===== config.mk =====
export PLATFORM = sky130hd
export DESIGN_NAME = shiftreg_op_ctrl_flat
export DESIGN_NICKNAME = d
export VERILOG_FILES = /design/src/rtl/shiftreg_pkg.sv /design/src/rtl/shiftreg_op_ctrl_if.sv /design/src/rtl/shiftreg_op_ctrl.sv /design/src/flat_wrapper.sv
export SDC_FILE = /design/constraint.sdc
export NUM_CORES = 1
export LEC_CHECK = 0
export CAP_MARGIN = 5
export CORE_MARGIN = 10
export CORE_UTILIZATION = 37
export DETAILED_ROUTE_END_ITERATION = 10
export PLACE_DENSITY = 0.69
export SYNTH_ARGS = -nofsm -noshare
export SYNTH_HDL_FRONTEND = slang
export SYNTH_SLANG_ARGS = --single-unit
export TNS_END_PERCENT = 30

===== constraint.sdc =====
create_clock -name enable -period 1.59 [get_ports enable]
set_input_delay 0.159 -clock enable [delete_from_list [all_inputs] [get_ports enable]]
set_output_delay 0.159 -clock enable [all_outputs]
set_load 0.1 [all_outputs]

===== src/rtl/shiftreg_pkg.sv =====
// Shared opcode and sequencer state types for shiftreg_op and its controller.
// No logic, so no latency. No handshake, so no backpressure.
// Also provides the opcode for each shift direction.
package shiftreg_pkg;

    typedef enum logic [1:0] {
        OP_HOLD = 2'b00,
        OP_SHL  = 2'b01,
        OP_SHR  = 2'b10,
        OP_LOAD = 2'b11
    } op_e;

    typedef enum logic [1:0] {
        IDLE,
        LOAD,
        SHIFT,
        DONE
    } state_e;

    // dir=0 streams MSB first (shift left), dir=1 streams LSB first (shift right)
    function automatic op_e shift_op(input logic dir);
        return dir ? OP_SHR : OP_SHL;
    endfunction

endpackage


===== src/rtl/shiftreg_op_ctrl_if.sv =====
// Word request handshake plus qualified serial output of the shift sequencer.
// No latency: these are wires only. The slave drops ready while a word is in flight.
// The master side presents words and watches the serial stream.
interface shiftreg_op_ctrl_if #(
    parameter int N = 4
);
    logic         start;
    logic         dir;
    logic         fill;
    logic [N-1:0] data_in;
    logic         ready;
    logic         busy;
    logic         ser_bit;
    logic         ser_valid;
    logic         done;

    modport master (
        output start, dir, fill, data_in,
        input  ready, busy, ser_bit, ser_valid, done
    );

    modport slave (
        input  start, dir, fill, data_in,
        output ready, busy, ser_bit, ser_valid, done
    );
endinterface


===== src/rtl/shiftreg_op_ctrl.sv =====
// Serializes one N-bit word through shiftreg_op: load once, then N shifts.
// Latency: 2 edges from accept to the first serial bit; each word takes N+2 cycles.
// Backpressure: ready is low while a word is in flight, and start is ignored until ready returns.
module shiftreg_op_ctrl
    import shiftreg_pkg::*;
#(
    parameter int N     = 4,
    parameter int CNT_W = (N > 1) ? $clog2(N) : 1
) (
    input  logic               enable,
    input  logic               rst_n,
    shiftreg_op_ctrl_if.slave  req,
    output op_e                OP,
    output logic [N-1:0]       d,
    output logic               shift_in,
    input  logic               sr_shift_out_left,
    input  logic               sr_shift_out_right
);

    localparam logic [CNT_W-1:0] LAST = CNT_W'(N - 1);

    state_e           state_q;
    state_e           state_d;
    logic [CNT_W-1:0] cnt_q;
    logic             dir_q;
    logic             accept;

    always_ff @(posedge enable or negedge rst_n) begin
        if (!rst_n) begin
            state_q <= IDLE;
        end else begin
            state_q <= state_d;
        end
    end

    always_comb begin
        state_d = state_q;
        accept  = 1'b0;
        case (state_q)
            IDLE: begin
                if (req.start) begin
                    accept  = 1'b1;
                    state_d = LOAD;
                end
            end
            LOAD:  state_d = SHIFT;
            SHIFT: begin
                if (cnt_q == LAST) begin
                    state_d = DONE;
                end
            end
            DONE: begin
                // Accepting here skips IDLE so back-to-back words stream without a gap
                if (req.start) begin
                    accept  = 1'b1;
                    state_d = LOAD;
                end else begin
                    state_d = IDLE;
                end
            end
            default: state_d = IDLE;
        endcase
    end

    // OP is registered, so it is set one cycle before the edge where the shift register acts on it
    always_ff @(posedge enable or negedge rst_n) begin
        if (!rst_n) begin
            OP       <= OP_HOLD;
            d        <= '0;
            shift_in <= 1'b0;
            cnt_q    <= '0;
            dir_q    <= 1'b0;
        end else if (accept) begin
            OP       <= OP_LOAD;
            d        <= req.data_in;
            shift_in <= req.fill;
            dir_q    <= req.dir;
        end else begin
            case (state_q)
                LOAD: begin
                    OP    <= shift_op(dir_q);
                    cnt_q <= '0;
                end
                SHIFT: begin
                    cnt_q <= cnt_q + CNT_W'(1);
                    if (cnt_q == LAST) begin
                        OP <= OP_HOLD;
                    end
                end
                default: OP <= OP_HOLD;
            endcase
        end
    end

    assign req.ready     = (state_q == IDLE) || (state_q == DONE);
    assign req.busy      = (state_q == LOAD) || (state_q == SHIFT);
    assign req.ser_valid = (state_q == SHIFT);
    assign req.done      = (state_q == DONE);
    assign req.ser_bit   = dir_q ? sr_shift_out_right : sr_shift_out_left;

endmodule


===== src/flat_wrapper.sv =====
// flat-port wrapper written by rule: the top's interface ports become plain ports
module shiftreg_op_ctrl_flat import shiftreg_pkg::*;
#(
    parameter int N     = 4,
    parameter int CNT_W = (N > 1) ? $clog2(N) : 1
)
  (enable, rst_n, OP, d, shift_in, sr_shift_out_left, sr_shift_out_right, req_start, req_dir, req_fill, req_data_in, req_ready, req_busy, req_ser_bit, req_ser_valid, req_done);
  shiftreg_op_ctrl_if #(.N(N)) req_i ();
  input  logic enable;
  input  logic rst_n;
  output op_e OP;
  output logic [N-1:0] d;
  output logic shift_in;
  input  logic sr_shift_out_left;
  input  logic sr_shift_out_right;
  input wire logic [$bits(req_i.start)-1:0] req_start;
  input wire logic [$bits(req_i.dir)-1:0] req_dir;
  input wire logic [$bits(req_i.fill)-1:0] req_fill;
  input wire logic [$bits(req_i.data_in)-1:0] req_data_in;
  output wire logic [$bits(req_i.ready)-1:0] req_ready;
  output wire logic [$bits(req_i.busy)-1:0] req_busy;
  output wire logic [$bits(req_i.ser_bit)-1:0] req_ser_bit;
  output wire logic [$bits(req_i.ser_valid)-1:0] req_ser_valid;
  output wire logic [$bits(req_i.done)-1:0] req_done;
  assign req_i.start = req_start;
  assign req_i.dir = req_dir;
  assign req_i.fill = req_fill;
  assign req_i.data_in = req_data_in;
  assign req_ready = req_i.ready;
  assign req_busy = req_i.busy;
  assign req_ser_bit = req_i.ser_bit;
  assign req_ser_valid = req_i.ser_valid;
  assign req_done = req_i.done;
  shiftreg_op_ctrl #(.N(N), .CNT_W(CNT_W)) u_core (.enable(enable), .rst_n(rst_n), .req(req_i), .OP(OP), .d(d), .shift_in(shift_in), .sr_shift_out_left(sr_shift_out_left), .sr_shift_out_right(sr_shift_out_right));
endmodule

==> qor.yml <==
outcome:
  status: "completed"
cells_and_area:
  drive_gt1_share_pct: 44.7
  multi_input_area_um2: 292
  fillers: 102
  ff_latch_area_um2: 300
  nets: 94
  area_growth_pct: 70.9
  design_area_um2: 1040
  insertedDiodeCount: 0
sta:
  drv_slew: 0
  fmax_mhz: 640
  period_needed_ns: 1.56
  timing.final.ws_setup_ns: 0.0279
  rsz0062_at_grt: "yes"
  max_slew.worst_pin.slew_ns: 0.565
  hold_viol: 0
  finalCritPeriodShare_pct: 98.2
  slew_headroom_pct: 62.2
  hold_ws_ns: 0.246
  final.setup_skew_ns: 0.00565
  setup_viol: 0
  tns_ns: 0
drt:
  wl_um: 1420
  first_iter_violations: 4
  ant_nets: 0
  vias: 452
  vias_per_cell: 4.91
  firstDrtPassIters: 4
  drcViolationCount: 0
  wire_per_inst_um: 15.4
yosys:
  synth_nets: 65
  synthAdderAreaFrac_pct: 12.4
  ys_seq_area_share_pct: 49.5
  syn_avg_cell_area_um2: 12.6
  syn-instance-count: 48
  synth-compound-area-share_pct: 9.07
  synth_top_area_share_pct: 49.5
  synth_top_area_cell: "dfrtp_1"
  synth_area_leaders: "dfrtp_1 (49%), ha_1 (12%), mux2_2 (11%)"
  syn_area_um2: 607
  synth_xor_area_share_pct: 0
  synth_top_family_by_area: "multiplexers"
  synthMuxAreaShare_pct: 14.6
  synth-seq-cells: 12
  ys_types: 19
  ys.warnings.count: 0
  synthSimpleGateAreaFrac_pct: 9.28
setup_path:
  end_kind: "flop"
  critical_path_class: "flop to flop"
  path_max_fanout: 8
  critPathArrivalTime_ns: 1.76
  worstPathCellList: "buf_4 > ha_2 > nor2b_4 > or4_1 > o21ai_0"
  path_delay_family: "simple AND/OR/NAND/NOR gates"
  critPathRequiredTime_ns: 1.79
  r2r-end: "u_core.state_q[0]$_DFFE_PN0P_"
  slowest_delay_ns: 0.49
  path_buf_inv: 1
  r2r_start: "u_core.state_q[1]$_DFFE_PN0P_"
  cpMaxStageDelayCell: "or4_1"
  reg2regPathDepth: 5
  reg2reg_setup_slack_ns: 0.03
  critPathLaunchType: "flop"
clock_tree:
  cts_tree: "done"
  clkTransAtPathRegs_ns: 0.08
  cts-htree-levels: 1
  clk_path_buf_depth: 2
  clock_sinks: 12
  cts_buffers: 3
  postCtsHoldBufs: 0
  clock_latency_ns: 0.27
  root_buffer: "clkbuf_4"
global_route:
  grt_max_degree: 13
  grt.total_usage_pct: 8.56
  overflow: 0
  grt_pass1_wl_um: 2400
  antenna_found_initial: 0
  grt_pass1_vias: 503
floorplan:
  dieWidth_um: 60.5
  core-area_um2: 1520
  rows: 14
  dieArea_um2: 3660
  die_y_um: 60.5
  start_util_pct: 39.8
  io_pins: 23
placement:
  post-place-ws_ns: 0.0542
  postPlaceCellArea_um2: 985
  port_buffers: 22
  gp_congestion: 0.705
  dp_hpwl_um: 1130
worst_hold_path:
  hp-class: "input port to asynchronous set/reset pin"
run:
  maxCapViolCount: 0
## cells by family (layout without fill, tap and decap cells)
| family | Yosys count | in the layout |
|---|---|---|
| buffers and inverters | 6 | 34 |
| multiplexers | 8 | 8 |
| flip-flops | 12 | 12 |
| adder cells (fa/ha/maj) | 6 | 6 |
| AO/OA/AOI/OAI | 7 | 7 |
| AND/OR/NAND/NOR | 9 | 9 |
## worst reg2reg max path: stages, from the launching register on
cell and delay [ns]:
dfrtp_1 0.40, buf_4 0.15, ha_2 0.20, nor2b_4 0.16, or4_1 0.50, o21ai_0 0.08
## sequential cells by signal, indices dropped and copies added (netlist names)
register and cells:
u_core.d 4, u_core.OP 2, u_core.cnt_q 2, u_core.state_q 2
u_core.dir_q 1, u_core.shift_in 1
## cells in the mapped netlist (all sizes together)
library cell  count
o21ai             2
nor3b             1
a2111oi           1
inv               4
o2bb2ai           1
nand2             2
o31ai             1
nor2b             3
ha                6
mux2              7
buf               2
nor2              2
dfrtp            12
mux2i             1
a211o             2
or4               1
## area by class of cell
cell class | count | share of cell area [%]
clock buffer | 4 | 3.50
multi-input combinational | 30 | 28.1
inverter | 4 | 1.81
tap | 16 | 1.93
sequential | 12 | 29.0
timing repair buffer | 26 | 35.7
## layout by cell type, fill, tap and decap left out
cell             instances
inv_1                    1
ha_4                     1
o21ai_0                  2
mux2_2                   6
buf_12                  12
nor2_1                   2
mux2_1                   1
nor3b_1                  1
mux2i_1                  1
nand2_1                  2
clkinvlp_4               1
buf_4                    4
a2111oi_1                1
o31ai_1                  1
nor2b_1                  2
clkdlybuf4s50_1         10
clkbuf_4                 3
inv_2                    2
ha_1                     4
or4_1                    1
o2bb2ai_1                1
dfrtp_1                 12
clkbuf_8                 1
ha_2                     1
a211o_2                  2
nor2b_4                  1
## routing by layer
layer | up-vias | part of all wire, % | GRT usage, %
li1 | 225 | - | -
met4 | 0 | 0 | 3.76
met2 | 10 | 52 | 14.1
met3 | 0 | 7.5 | 3.76
met1 | 217 | 40 | 9.34
met5 | - | 0 | 0
## what timing repair did
action                                  4_1_cts  5_1_grt
endpoints found under the setup margin        1        1
setup buffers                                 3        0
resized for setup                             0        1
## how the worst max path moves through the flow
stage / start / endpoint / slack [ns] / depth (start not counted)
floorplan: u_core.state_q[1]$_DFFE_PN0P_ / u_core.state_q[1]$_DFFE_PN0P_ / -0.33 / 4
global placement: u_core.state_q[0]$_DFFE_PN0P_ / u_core.state_q[0]$_DFFE_PN0P_ / 0.1 / 5
detailed placement: u_core.state_q[0]$_DFFE_PN0P_ / u_core.state_q[0]$_DFFE_PN0P_ / 0.05 / 5
CTS: u_core.state_q[1]$_DFFE_PN0P_ / u_core.state_q[0]$_DFFE_PN0P_ / 0.02 / 5
global route: u_core.state_q[1]$_DFFE_PN0P_ / u_core.state_q[0]$_DFFE_PN0P_ / -0.008 / 5
finish: u_core.state_q[1]$_DFFE_PN0P_ / u_core.state_q[0]$_DFFE_PN0P_ / 0.03 / 5
## through the flow
stage | util [%] | std cells
after global routing | 68.1 | 92
final | 68.1 | 92
after floorplan | - | 48
after CTS | 68.0 | 92
after global placement | 64.6 | 86
after detailed placement | 64.6 | 86
Power is left out: the tool's default activity adds up to more than one toggle a clock period on the data nets, which glitch-free logic cannot reach.
